<file path="config.mk">
export PLATFORM = sky130hd
export DESIGN_NAME = uart_tx_fifo
export DESIGN_NICKNAME = d
export VERILOG_FILES = /design/src/rtl/uart_tx_fifo.sv
export SDC_FILE = /design/constraint.sdc
export NUM_CORES = 1
export LEC_CHECK = 0
export ABC_AREA = 1
export BUFFER_PORTS_ARGS = -buffer_cell sky130_fd_sc_hd__buf_2
export CAP_MARGIN = 20
export CELL_PAD_IN_SITES_DETAIL_PLACEMENT = 1
export CELL_PAD_IN_SITES_GLOBAL_PLACEMENT = 1
export CORE_MARGIN = 10
export CORE_UTILIZATION = 33
export CTS_CLUSTER_SIZE = 24
export DETAILED_ROUTE_END_ITERATION = 12
export PLACE_DENSITY_LB_ADDON = 0.1
export REMOVE_ABC_BUFFERS = 1
export SLEW_MARGIN = 20
export SYNTH_ARGS = -nofsm -noshare
export SYNTH_HDL_FRONTEND = slang
export SYNTH_SLANG_ARGS = --single-unit
</file>
<file path="constraint.sdc">
create_clock -name CLK -period 3.8 [get_ports CLK]
set_clock_uncertainty 0.15 [all_clocks]
set_input_delay 0.57 -clock CLK [delete_from_list [all_inputs] [get_ports CLK]]
set_output_delay 0.57 -clock CLK [all_outputs]
set_load 0.05 [all_outputs]
</file>
<file path="src/rtl/uart_tx_fifo.sv">
// UART transmitter with input FIFO: buffers words and sends them as
// start/data/parity/stop frames on TXD, back-to-back while data is queued.
module uart_tx_fifo #(
  parameter int CLK_PER_BIT = 2585,
  parameter int DATA_BITS   = 8,
  parameter int PARITY      = 0,
  parameter int STOP_BITS   = 1,
  parameter int FIFO_DEPTH  = 16
) (
  input  logic                          CLK,
  input  logic                          RST_N,
  input  logic [DATA_BITS-1:0]          wr_data,
  input  logic                          wr_en,
  output logic                          full,
  output logic [$clog2(FIFO_DEPTH):0]   level,
  output logic                          busy,
  output logic                          TXD
);

  localparam int AW = $clog2(FIFO_DEPTH);
  localparam int LW = AW + 1;
  localparam int CW = $clog2(CLK_PER_BIT);

  if (CLK_PER_BIT < 2) begin : g_bad_cpb
    $error("CLK_PER_BIT must be >= 2");
  end
  if (DATA_BITS < 5 || DATA_BITS > 9) begin : g_bad_db
    $error("DATA_BITS must be 5..9");
  end
  if (PARITY < 0 || PARITY > 2) begin : g_bad_par
    $error("PARITY must be 0, 1 or 2");
  end
  if (STOP_BITS < 1 || STOP_BITS > 2) begin : g_bad_sb
    $error("STOP_BITS must be 1 or 2");
  end
  if (FIFO_DEPTH < 2 || (1 << AW) != FIFO_DEPTH) begin : g_bad_depth
    $error("FIFO_DEPTH must be a power of two >= 2");
  end

  typedef enum logic [2:0] {
    IDLE,
    START,
    DATA,
    PAR,
    STOP
  } state_e;

  state_e               state_q, state_d;
  logic [CW-1:0]        cnt_q, cnt_d;
  logic [3:0]           bit_q, bit_d;
  logic [DATA_BITS-1:0] shift_q, shift_d;
  logic                 par_q, par_d;
  logic                 txd_q, txd_d;
  logic                 busy_q;
  logic                 full_q;
  logic [LW-1:0]        level_q, level_d;
  logic [AW-1:0]        wptr_q, rptr_q;
  logic [DATA_BITS-1:0] mem [FIFO_DEPTH];

  logic                 wr;
  logic                 pop;
  logic                 wrap;
  logic [DATA_BITS-1:0] head;

  assign wr      = wr_en && !full_q;
  assign wrap    = cnt_q == CW'(CLK_PER_BIT - 1);
  assign head    = mem[rptr_q];
  assign level_d = level_q + LW'(wr) - LW'(pop);

  always_comb begin
    state_d = state_q;
    cnt_d   = cnt_q;
    bit_d   = bit_q;
    shift_d = shift_q;
    par_d   = par_q;
    pop     = 1'b0;
    if (state_q != IDLE) begin
      cnt_d = wrap ? '0 : cnt_q + CW'(1);
    end
    unique case (state_q)
      IDLE: begin
        if (level_q != '0) pop = 1'b1;
      end
      START: begin
        if (wrap) begin
          state_d = DATA;
          bit_d   = '0;
        end
      end
      DATA: begin
        if (wrap) begin
          shift_d = shift_q >> 1;
          if (bit_q == 4'(DATA_BITS - 1)) begin
            state_d = (PARITY != 0) ? PAR : STOP;
            bit_d   = '0;
          end else begin
            bit_d = bit_q + 4'd1;
          end
        end
      end
      PAR: begin
        if (wrap) begin
          state_d = STOP;
          bit_d   = '0;
        end
      end
      STOP: begin
        if (wrap) begin
          if (bit_q == 4'(STOP_BITS - 1)) begin
            if (level_q != '0) pop = 1'b1;
            else state_d = IDLE;
          end else begin
            bit_d = bit_q + 4'd1;
          end
        end
      end
      default: state_d = IDLE;
    endcase
    // Pop overrides: load the next word and restart at the start bit
    if (pop) begin
      state_d = START;
      cnt_d   = '0;
      shift_d = head;
      par_d   = (PARITY == 1) ? ~^head : ^head;
    end
  end

  always_comb begin
    txd_d = 1'b1;
    unique case (state_q)
      START:   txd_d = 1'b0;
      DATA:    txd_d = shift_q[0];
      PAR:     txd_d = par_q;
      default: txd_d = 1'b1;
    endcase
  end

  always_ff @(posedge CLK or negedge RST_N) begin
    if (!RST_N) begin
      state_q <= IDLE;
      cnt_q   <= '0;
      bit_q   <= '0;
      shift_q <= '0;
      par_q   <= 1'b0;
      txd_q   <= 1'b1;
      busy_q  <= 1'b0;
      full_q  <= 1'b0;
      level_q <= '0;
      wptr_q  <= '0;
      rptr_q  <= '0;
    end else begin
      state_q <= state_d;
      cnt_q   <= cnt_d;
      bit_q   <= bit_d;
      shift_q <= shift_d;
      par_q   <= par_d;
      txd_q   <= txd_d;
      busy_q  <= (state_q != IDLE) || (level_q != '0);
      full_q  <= level_d == LW'(FIFO_DEPTH);
      level_q <= level_d;
      wptr_q  <= wptr_q + AW'(wr);
      rptr_q  <= rptr_q + AW'(pop);
    end
  end

  always_ff @(posedge CLK) begin
    if (wr) mem[wptr_q] <= wr_data;
  end

  assign full  = full_q;
  assign level = level_q;
  assign busy  = busy_q;
  assign TXD   = txd_q;

endmodule

</file>
---- After elaboration in Yosys (flattened, before gate mapping) ----
Memories as Yosys holds them, arrays and structs flattened.
Index checks and enable logic that the tools add are counted.
word-level totals
  flip-flop bits (word level) ............. 44
  memory bits (writable) .................. 128
  bits of input ports ..................... 11
  logic and storage cells ................. 81
  memories ................................ 1
operators by class
  add/subtract/negate cells ............... 6
  equality and inequality tests ........... 19
  multiplexer cells ....................... 28
  reductions and logical operators ........ 16
memory list
  name  depth  bits a word  rd ports  clocked after memory_dff  write ports  RTL line  RTL
  mem   16     8            1         0                         1            58        logic [DATA_BITS-1:0] mem [FIFO_DEPTH];
operators with widths
  operator               number
  $mux 12                3
  $mux 3                 8
  $mux 8                 3
  $ne 3x3->1 const B     7
  $mux 4                 5
  $pmux 3 s5             1
  $add 12x1->12 const B  1
  $eq 12x12->1 const B   1
  $pmux 4 s3             1
  $add 4x1->4            2
  $ne 2x2->1 const B     4
  $reduce_and 8->1       1
  $reduce_xor 8->1       1
  $eq 3x2->1 const B     2
  $reduce_bool 2->1      3
  $reduce_bool 3->1      2
  $add 5x1->5            1
  $eq 5x5->1 const B     1
  $mux 1                 5
  $reduce_and 5->1       1
  $reduce_bool 5->1      1
  $sub 5x1->5            1
  $add 4x1->4 const B    1
  $eq 4x3->1 const B     1
  other kinds (12)       12

---- Depth between registers and ports, before layout ----
Gate-level depths: netlist of run 1.
  depth in word-level cells ............... 7
  mapped depth ............................ 18
  gate-level depth less buffers ........... 17

---- Least setup slack after synthesis of run 1 ----
OpenSTA, ideal clock, no wires.
  path type ............................... reg2reg
  start point ............................. register level_q[3] (netlist: level[3])
  end point ............................... register full_q (netlist: full)
  arrival ................................. 2.974 ns
  data required time ...................... 3.564 ns
  slack ................................... 0.590 ns
  cell stages (with the launch flop) ...... 16
  cells stage by stage .................... dfrtp_1 inv_1 ha_1 inv_1 nor4_2 inv_1 nand4_1 nand2_1 buf_4 ha_1 inv_1 ha_1 fa_1 xor2_1 or3_1 nor3_1
on the way
  longest elaborated chain between the ends .. 7
RTL lines
  what                      RTL line  RTL
  start: declaration        56        logic [LW-1:0] level_q, level_d;
  start signal: assignment  160       level_q <= level_d;
  $reduce_bool 5->1 (*)     82, 110
  $mux 1 (*)                82, 110
  $mux 1                    109       if (bit_q == 4'(STOP_BITS - 1)) begin
  $mux 1                    108       if (wrap) begin
  $pmux 1 s2 (*)            80        unique case (state_q)
  named net pop             61        logic pop;
  $sub 5x1->5 (*)           68        assign level_d = level_q + LW'(wr) - LW'(pop);
  named net level_d[2]      56
  $eq 5x5->1 (*)            159       full_q <= level_d == LW'(FIFO_DEPTH);
  end signal: assignment    159
  end: declaration          55        logic full_q;
Mark *: on every way through the listed nets, which the timed path passes. The rest lies on a longest branch.
A chain may end at the register's enable or synchronous reset.

---- Worst setup path in the final report of run 1 ----
  start point ............................. register cnt_q[0]
  end point ............................... register full_q (netlist: full)
on the way
  longest elaborated chain between the ends .. 5
RTL lines
  what                      RTL line  RTL
  start: declaration        49        logic [CW-1:0] cnt_q, cnt_d;
  start signal: assignment  153       cnt_q <= cnt_d;
  $eq 12x12->1              66        assign wrap = cnt_q == CW'(CLK_PER_BIT - 1);
  $mux 1                    108
  $pmux 1 s2                80
  $sub 5x1->5               68
  named net level_d[1]      56
  $eq 5x5->1                159
The timed path passes the listed nets, and every way through them passes these cells.

==> results.py, run 1 <==
metrics = {
    "worst_setup_path": {
        "reg2reg_to": "full",
        "cp-startpoint": "cnt_q[0]",
        "setup.worst_path.start_class": "flop",
        "critPathKind": "reg2reg",
        "required_ns": 3.99,
        "crit_path_max_fanout": 4,
        "r2r_setup_slack_ns": 0.65,
        "reg2reg_depth": 14,
        "crit_arrival_ns": 3.34,
        "crit_end": "full",
        "crit_path_end_kind": "flop",
        "slowest_delay_ns": 0.45,
        "cp_cell_sequence": "inv_1 -> ha_1 -> inv_1 -> nor3_1 -> nand4_1 -> nor2_4 -> nand4_1 -> nand2_1 -> ha_1 -> inv_1 -> ha_1 -> fa_1 -> or3_1 -> nor3_1",
        "reg2reg_from": "cnt_q[0]",
        "slowest_stage": "fa_1",
    },
    "cts": {
        "cts_buffers": 17,
        "hold_buffers": 1,
        "cts_max_level": 4,
        "cts.reportedPaths.clkPinSlew_ns": 0.07,
        "cts_tree": "built",
        "post_cts_buffers": 0,
        "insertion_delay_ns": 0.43,
        "cts.sinks": 172,
        "cts_resized": 0,
        "clockBufferDepth": 2,
        "clockRootBuffer": "clkbuf_16",
    },
    "floorplan": {
        "io_pins": 19,
        "start_util": 0.336,
        "num_rows": 56,
        "die_w_um": 175,
        "die_y_um": 175,
        "die-area_um2": 30500,
        "core-area_um2": 23500,
    },
    "synthesis": {
        "synth_seq_cells": 172,
        "synth_cell_types": 38,
        "syn_inst": 800,
        "synth.avg_cell_area_um2": 9.86,
        "ys_seq_area_frac": 0.627,
        "yosysWarnings": 0,
        "synth.cell_area_um2": 7890,
    },
    "final_layout": {
        "nets": 847,
        "antenna_cells": 0,
        "fillers": 2681,
        "layout_commonest_cell": "nand2_1",
        "drive_above_1_share": 0.0960,
        "final_cell_area_um2": 8820,
        "area_delta_synth_final_pct": 11.8,
        "layout_common_cells": "nand2_1 (253), edfxtp_1 (128), nor2_1 (104), inv_1 (69), nand3_1 (52)",
        "multi_input_area_um2": 2460,
        "final-seq-area_um2": 4950,
    },
    "timing": {
        "period_share": 0.830,
        "tns_ns": 0,
        "relSlewSlack": 0.393,
        "finalSetupViolCount": 0,
        "hold_viol_final": 0,
        "max_freq_mhz": 317,
        "max_slew.worst_pin.slew_ns": 0.907,
        "period_minus_slack_ns": 3.15,
        "rsz0062_at_grt": "false",
        "slew_viol_final": 0,
        "whs_ns": 0.338,
    },
    "run": {
        "drv_cap": 0,
    },
    "place": {
        "port_buffers": 18,
        "dpl.hpwl_mm": 13.3,
        "place.gp.congestion": 0.774,
        "dpl-instance-area_um2": 8240,
    },
    "pwr": {
        "p_per_area_nw_per_um2": 541,
        "p_clk_frac": 0.354,
        "p_switching_mw": 1.41,
        "p_comb_frac": 0.158,
        "swShare": 0.296,
        "power_frac_seq": 0.488,
        "leakagePower_nw": 3.72,
        "internal_power_mw": 3.36,
        "ir_drop_uv": 378,
    },
    "global_routing": {
        "grt_pass1_vias": 5729,
        "grt_first_pass_wirelength_mm": 32.2,
        "top_usage_layer": "met2",
        "grt_overflow": 0,
        "met2_usage": 0.221,
        "grtUsageMet3": 0.0248,
        "grt_max_degree": 75,
        "grt_antenna_before_repair": 0,
        "met1_usage": 0.181,
        "grt_use_total": 0.135,
    },
    "detailed_routing": {
        "remaining_drc_errors": 0,
        "vias_per_cell": 4.70,
        "drt-initial-drc-count": 243,
        "ant_nets": 0,
        "dr.pass1.iters": 4,
        "vias": 5411,
        "drt_wl_total_mm": 20.0,
        "wl_per_cell_um": 17.3,
    },
    "min_path": {
        "hold_path_class": "reg2reg",
        "hold_depth": 2,
        "min_from": "shift_q[7]",
    },
    "run_status": {
        "outcome": "finished clean",
    },
}
cell families after synthesis:
logic type	Yosys count	share of synthesized area
xor gates and xnor gates	16	0.0178
buffers and inverters	100	0.0612
DFF	172	0.627
and+or+nand+nor	440	0.231
adders and majority gates	15	0.0248
AOI/OAI and AO/OA	57	0.0386
worst max-delay path, delay by kind of cell (launching register included):
kind	cells	cell delay, ns
adder cells (fa/ha/maj)	4	1.01
buffers and inverters	3	0.22
flip-flops	1	0.39
AND/OR/NAND/NOR	7	1.29
state kept, by name, summed over array words and instances (netlist names), 3 cells and up:
register and count:
bit_q 4, mem 128, cnt_q 12, state_q 3
wptr_q 4, rptr_q 4, shift_q 8, level 5
cells in the mapped netlist (all sizes together):
cell / number / area (µm²)
clkinv: 2 / 8.75
xor2: 12 / 105
xnor2: 4 / 35.0
nor2: 107 / 428
dfstp: 1 / 26.3
o21ai: 30 / 150
fa: 1 / 20.0
buf: 22 / 186
o21bai: 1 / 7.51
clkbuf: 1 / 3.75
inv: 75 / 284
o2111ai: 1 / 8.76
or2: 1 / 6.26
nor4: 2 / 18.8
nand2: 262 / 1010
a31oi: 7 / 43.8
edfxtp: 128 / 3840
ha: 14 / 175
nor3: 8 / 40.0
a21oi: 18 / 93.8
or3: 1 / 6.26
nand3: 53 / 270
nand4: 6 / 37.5
dfrtp: 43 / 1080
routing by layer:
layer	part of all wire	routed length [µm]
met1	0.48	9670
met2	0.48	9510
met3	0.028	555
met4	0.011	222
met5	0	0
stage by stage:
step / setup slack (ns) / instances / power, mW / utilization
after floorplan: 0.516 / 777 / 2.86 / -
after global placement: 0.832 / 1120 / 3.09 / 0.351
after detailed placement: 0.639 / 1120 / 3.14 / 0.351
after CTS: 0.594 / 1152 / 4.84 / 0.376
after global routing: 0.408 / 1152 / 5.02 / 0.376
final: 0.647 / 1152 / 4.77 / 0.376
power groups by stage:
stage,Sequential [mW],Combinational [mW],Clock [mW]
4_1_cts,2.33,0.774,1.73
6_report,2.33,0.754,1.69
2_1_floorplan,2.46,0.399,0
5_1_grt,2.35,0.857,1.82
3_3_place_gp,2.36,0.736,0
3_5_place_dp,2.37,0.766,0
final cells by class:
cell class | instances | share of cell area
timing repair buffer | 25 | 0.0179
clock inverter | 14 | 0.0156
tap | 319 | 0.0453
multi-input combinational | 528 | 0.279
sequential | 172 | 0.561
clock buffer | 17 | 0.0482
inverter | 77 | 0.0332
worst min-delay path by stage:
stage,slack (ns),end
floorplan,0.12,bit_q[0]
global placement,0.32,shift_q[4]
detailed placement,0.32,shift_q[5]
CTS,0.34,shift_q[5]
global route,0.37,shift_q[5]
finish,0.34,shift_q[7]
No activity file was read; power rests on OpenSTA's default activity.
==> inputs of run 2 (changes only) <==
- ABC_AREA: 1 -> 0
- clock period: 3.8 -> 2.8 ns (I/O delays scaled with it)
==> run 2 against run 1 <==
  * The run now ends with setup timing left
  * Core utilization rose by 4.0 points
  * Count of clock-buffer cells in the layout rose by 1
  * Setup slack worse by 0.93 ns
  * Register-to-register slack got worse by 0.93 ns
  * First-iteration DRC count increased by 4.5%
  * Largest cell class unchanged
  * Highest routed layer unchanged
==> results.py, run 2 <==
metrics = {
    "run_status": {
        "outcome": "finished, violations left",
        "violations": "setup timing",
    },
    "cts": {
        "cts_max_level": 4,
        "clockBufferDepth": 2,
        "clockRootBuffer": "clkbuf_16",
        "cts.reportedPaths.clkPinSlew_ns": 0.07,
        "cts_tree": "built",
        "insertion_delay_ns": 0.43,
        "cts_buffers": 17,
        "cts.sinks": 172,
    },
    "global_routing": {
        "grt_pass1_vias": 4562,
        "grt_overflow": 0,
        "grt_use_total": 0.121,
        "grt_first_pass_wirelength_mm": 26.3,
        "grt_max_degree": 35,
        "grt_antenna_before_repair": 1,
    },
    "pwr": {
        "leakagePower_nw": 3.24,
        "p_switching_mw": 2.04,
        "p_clk_frac": 0.340,
        "swShare": 0.291,
        "internal_power_mw": 4.98,
        "p_per_area_nw_per_um2": 796,
        "power_frac_seq": 0.453,
        "p_comb_frac": 0.207,
        "ir_drop_uv": 337,
        "total_power_mw": 7.02,
    },
    "floorplan": {
        "num_rows": 53,
        "die_y_um": 167,
        "io_pins": 19,
        "die-area_um2": 28000,
        "core-area_um2": 21200,
        "die_w_um": 167,
        "start_util": 0.338,
    },
    "place": {
        "place.gp.congestion": 0.703,
        "port_buffers": 18,
        "dpl.hpwl_mm": 11.1,
        "dpl-instance-area_um2": 8030,
    },
    "final_layout": {
        "fillers": 2124,
        "reg.largest.list": "mem (128), cnt_q (12), shift_q (8)",
        "final-seq-area_um2": 4950,
        "utilization": 0.416,
        "nets": 567,
        "top_register": "mem",
        "layout_commonest_cell": "edfxtp_1",
        "area_delta_synth_final_pct": 23.2,
        "largest_reg_flops": 128,
        "final_cell_area_um2": 8830,
        "layout_common_cells": "edfxtp_1 (128), buf_4 (71), dfrtp_1 (42), nor2_1 (39), nand2_1 (35)",
        "drive_above_1_share": 0.327,
        "multi_input_area_um2": 2200,
    },
    "detailed_routing": {
        "remaining_drc_errors": 0,
        "vias_per_cell": 4.83,
        "drt_wl_total_mm": 16.4,
        "vias": 4009,
        "dr.pass1.iters": 4,
        "ant_nets": 0,
        "drt-initial-drc-count": 254,
        "wl_per_cell_um": 19.8,
    },
    "synthesis": {
        "yosys.area.top_type": "edfxtp_1",
        "ys_seq_area_frac": 0.690,
        "netlist_top_cells_area": "edfxtp_1 (54%), dfrtp_1 (15%), mux4_2 (10%)",
        "synth_seq_cells": 172,
        "ys.flop_type": "edfxtp_1",
        "synth.avg_cell_area_um2": 16.1,
        "yosysMostFrequentCell": "edfxtp_1",
        "synth_cell_types": 42,
        "ys_top_cells_by_count": "edfxtp_1 (128), dfrtp_1 (43), nor2_1 (39), nand2_1 (35), mux4_2 (32)",
        "synth_edf_count": 128,
        "yosysWarnings": 0,
        "yosysTopAreaCellShare": 0.537,
        "async_flop_share": 0.256,
        "syn_inst": 445,
        "synth.cell_area_um2": 7160,
    },
    "worst_setup_path": {
        "setup.worst_path.start_class": "flop",
        "critPathKind": "reg2reg",
        "crit_path_max_fanout": 2,
        "crit_path_end_kind": "flop",
        "crit_arrival_ns": 3.24,
        "required_ns": 2.96,
        "r2r_setup_slack_ns": -0.28,
    },
    "timing": {
        "period_minus_slack_ns": 3.08,
        "max_slew.worst_pin.slew_ns": 0.619,
        "whs_ns": 0.231,
        "rsz0062_at_grt": "true",
        "tns_ns": -0.846,
        "relSlewSlack": 0.583,
        "max_freq_mhz": 325,
        "finalSetupViolCount": 4,
        "slew_viol_final": 0,
        "worst_slack_ns": -0.280,
        "hold_viol_final": 0,
        "period_share": 1.10,
    },
    "min_path": {
        "hold_path_class": "in2reg",
    },
    "run": {
        "drv_cap": 0,
    },
}
run 2: metrics by stage:
stage	cells	setup WS, ns
6_report	830	-0.280
3_3_place_gp	787	-0.531
3_5_place_dp	787	-0.677
2_1_floorplan	430	-0.796
5_1_grt	829	-0.455
4_1_cts	824	-0.304
run 2: final timing paths:
kind,depth (start not counted),end,startpoint
max in group asynchronous,3,TXD,RST_N
worst min-delay path,1,mem[12][5],wr_data[5]
worst max-delay path,17,full,cnt_q[1]
worst max register to register,17,full,cnt_q[1]
worst min register to register,2,shift_q[2],shift_q[2]
min in group asynchronous,2,shift_q[3],RST_N
run 2: critical path: stages (launching register included):
cell,delay [ns]
dfrtp_1,0.40
inv_2,0.09
ha_4,0.14
nand2b_4,0.06
nor4_4,0.29
nand3_2,0.12
a211o_1,0.31
inv_2,0.09
ha_4,0.13
inv_2,0.04
ha_4,0.15
buf_4,0.12
buf_4,0.12
a21o_1,0.16
a21oi_2,0.15
xor2_1,0.24
nand2b_1,0.16
nor4_2,0.04
run 2: cells by family after synthesis:
kind of cell,share of synthesized area
compound gates,0.0398
xor+xnor,0.0318
fa+ha+maj,0.0272
buf+inv,0.0178
flops,0.690
mux,0.114
simple gates,0.0795
run 2: metal layers:
| metal | track usage | up-vias | share of wire |
|---|---|---|---|
| li1 | - | 1866 | - |
| met3 | 0.0321 | 14 | 0.029 |
| met2 | 0.211 | 43 | 0.53 |
| met4 | 0.0341 | 0 | 0.010 |
| met5 | 0 | - | 0 |
| met1 | 0.144 | 2086 | 0.43 |
run 2: repair_timing:
item                                    in CTS  in global routing
pin swaps                                    5                  5
hold buffers                                 1                  0
resized for setup                            6                 13
buffers inserted                             4                  5
hold endpoints to repair                    25                  0
endpoints found under the setup margin       5                  5
run 2: cell type report:
class                           count  area share
Sequential cell                   172       0.560
Multi-Input combinational cell    244       0.249
Timing Repair Buffer               92      0.0762
Clock buffer                       18      0.0486
Tap cell                          275      0.0390
Clock inverter                     14      0.0205
Inverter                           14     0.00595
Antenna cell                        1    0.000283
run 2: power by group through the flow:
| stage | Clock, mW | Sequential (mW) | Combinational (mW) |
|---|---|---|---|
| after floorplan | 0 | 3.36 | 0.535 |
| after global placement | 0 | 3.22 | 1.22 |
| final | 2.39 | 3.18 | 1.46 |
| after global routing | 2.57 | 3.21 | 1.60 |
| after detailed placement | 0 | 3.24 | 1.26 |
| after CTS | 2.46 | 3.18 | 1.36 |
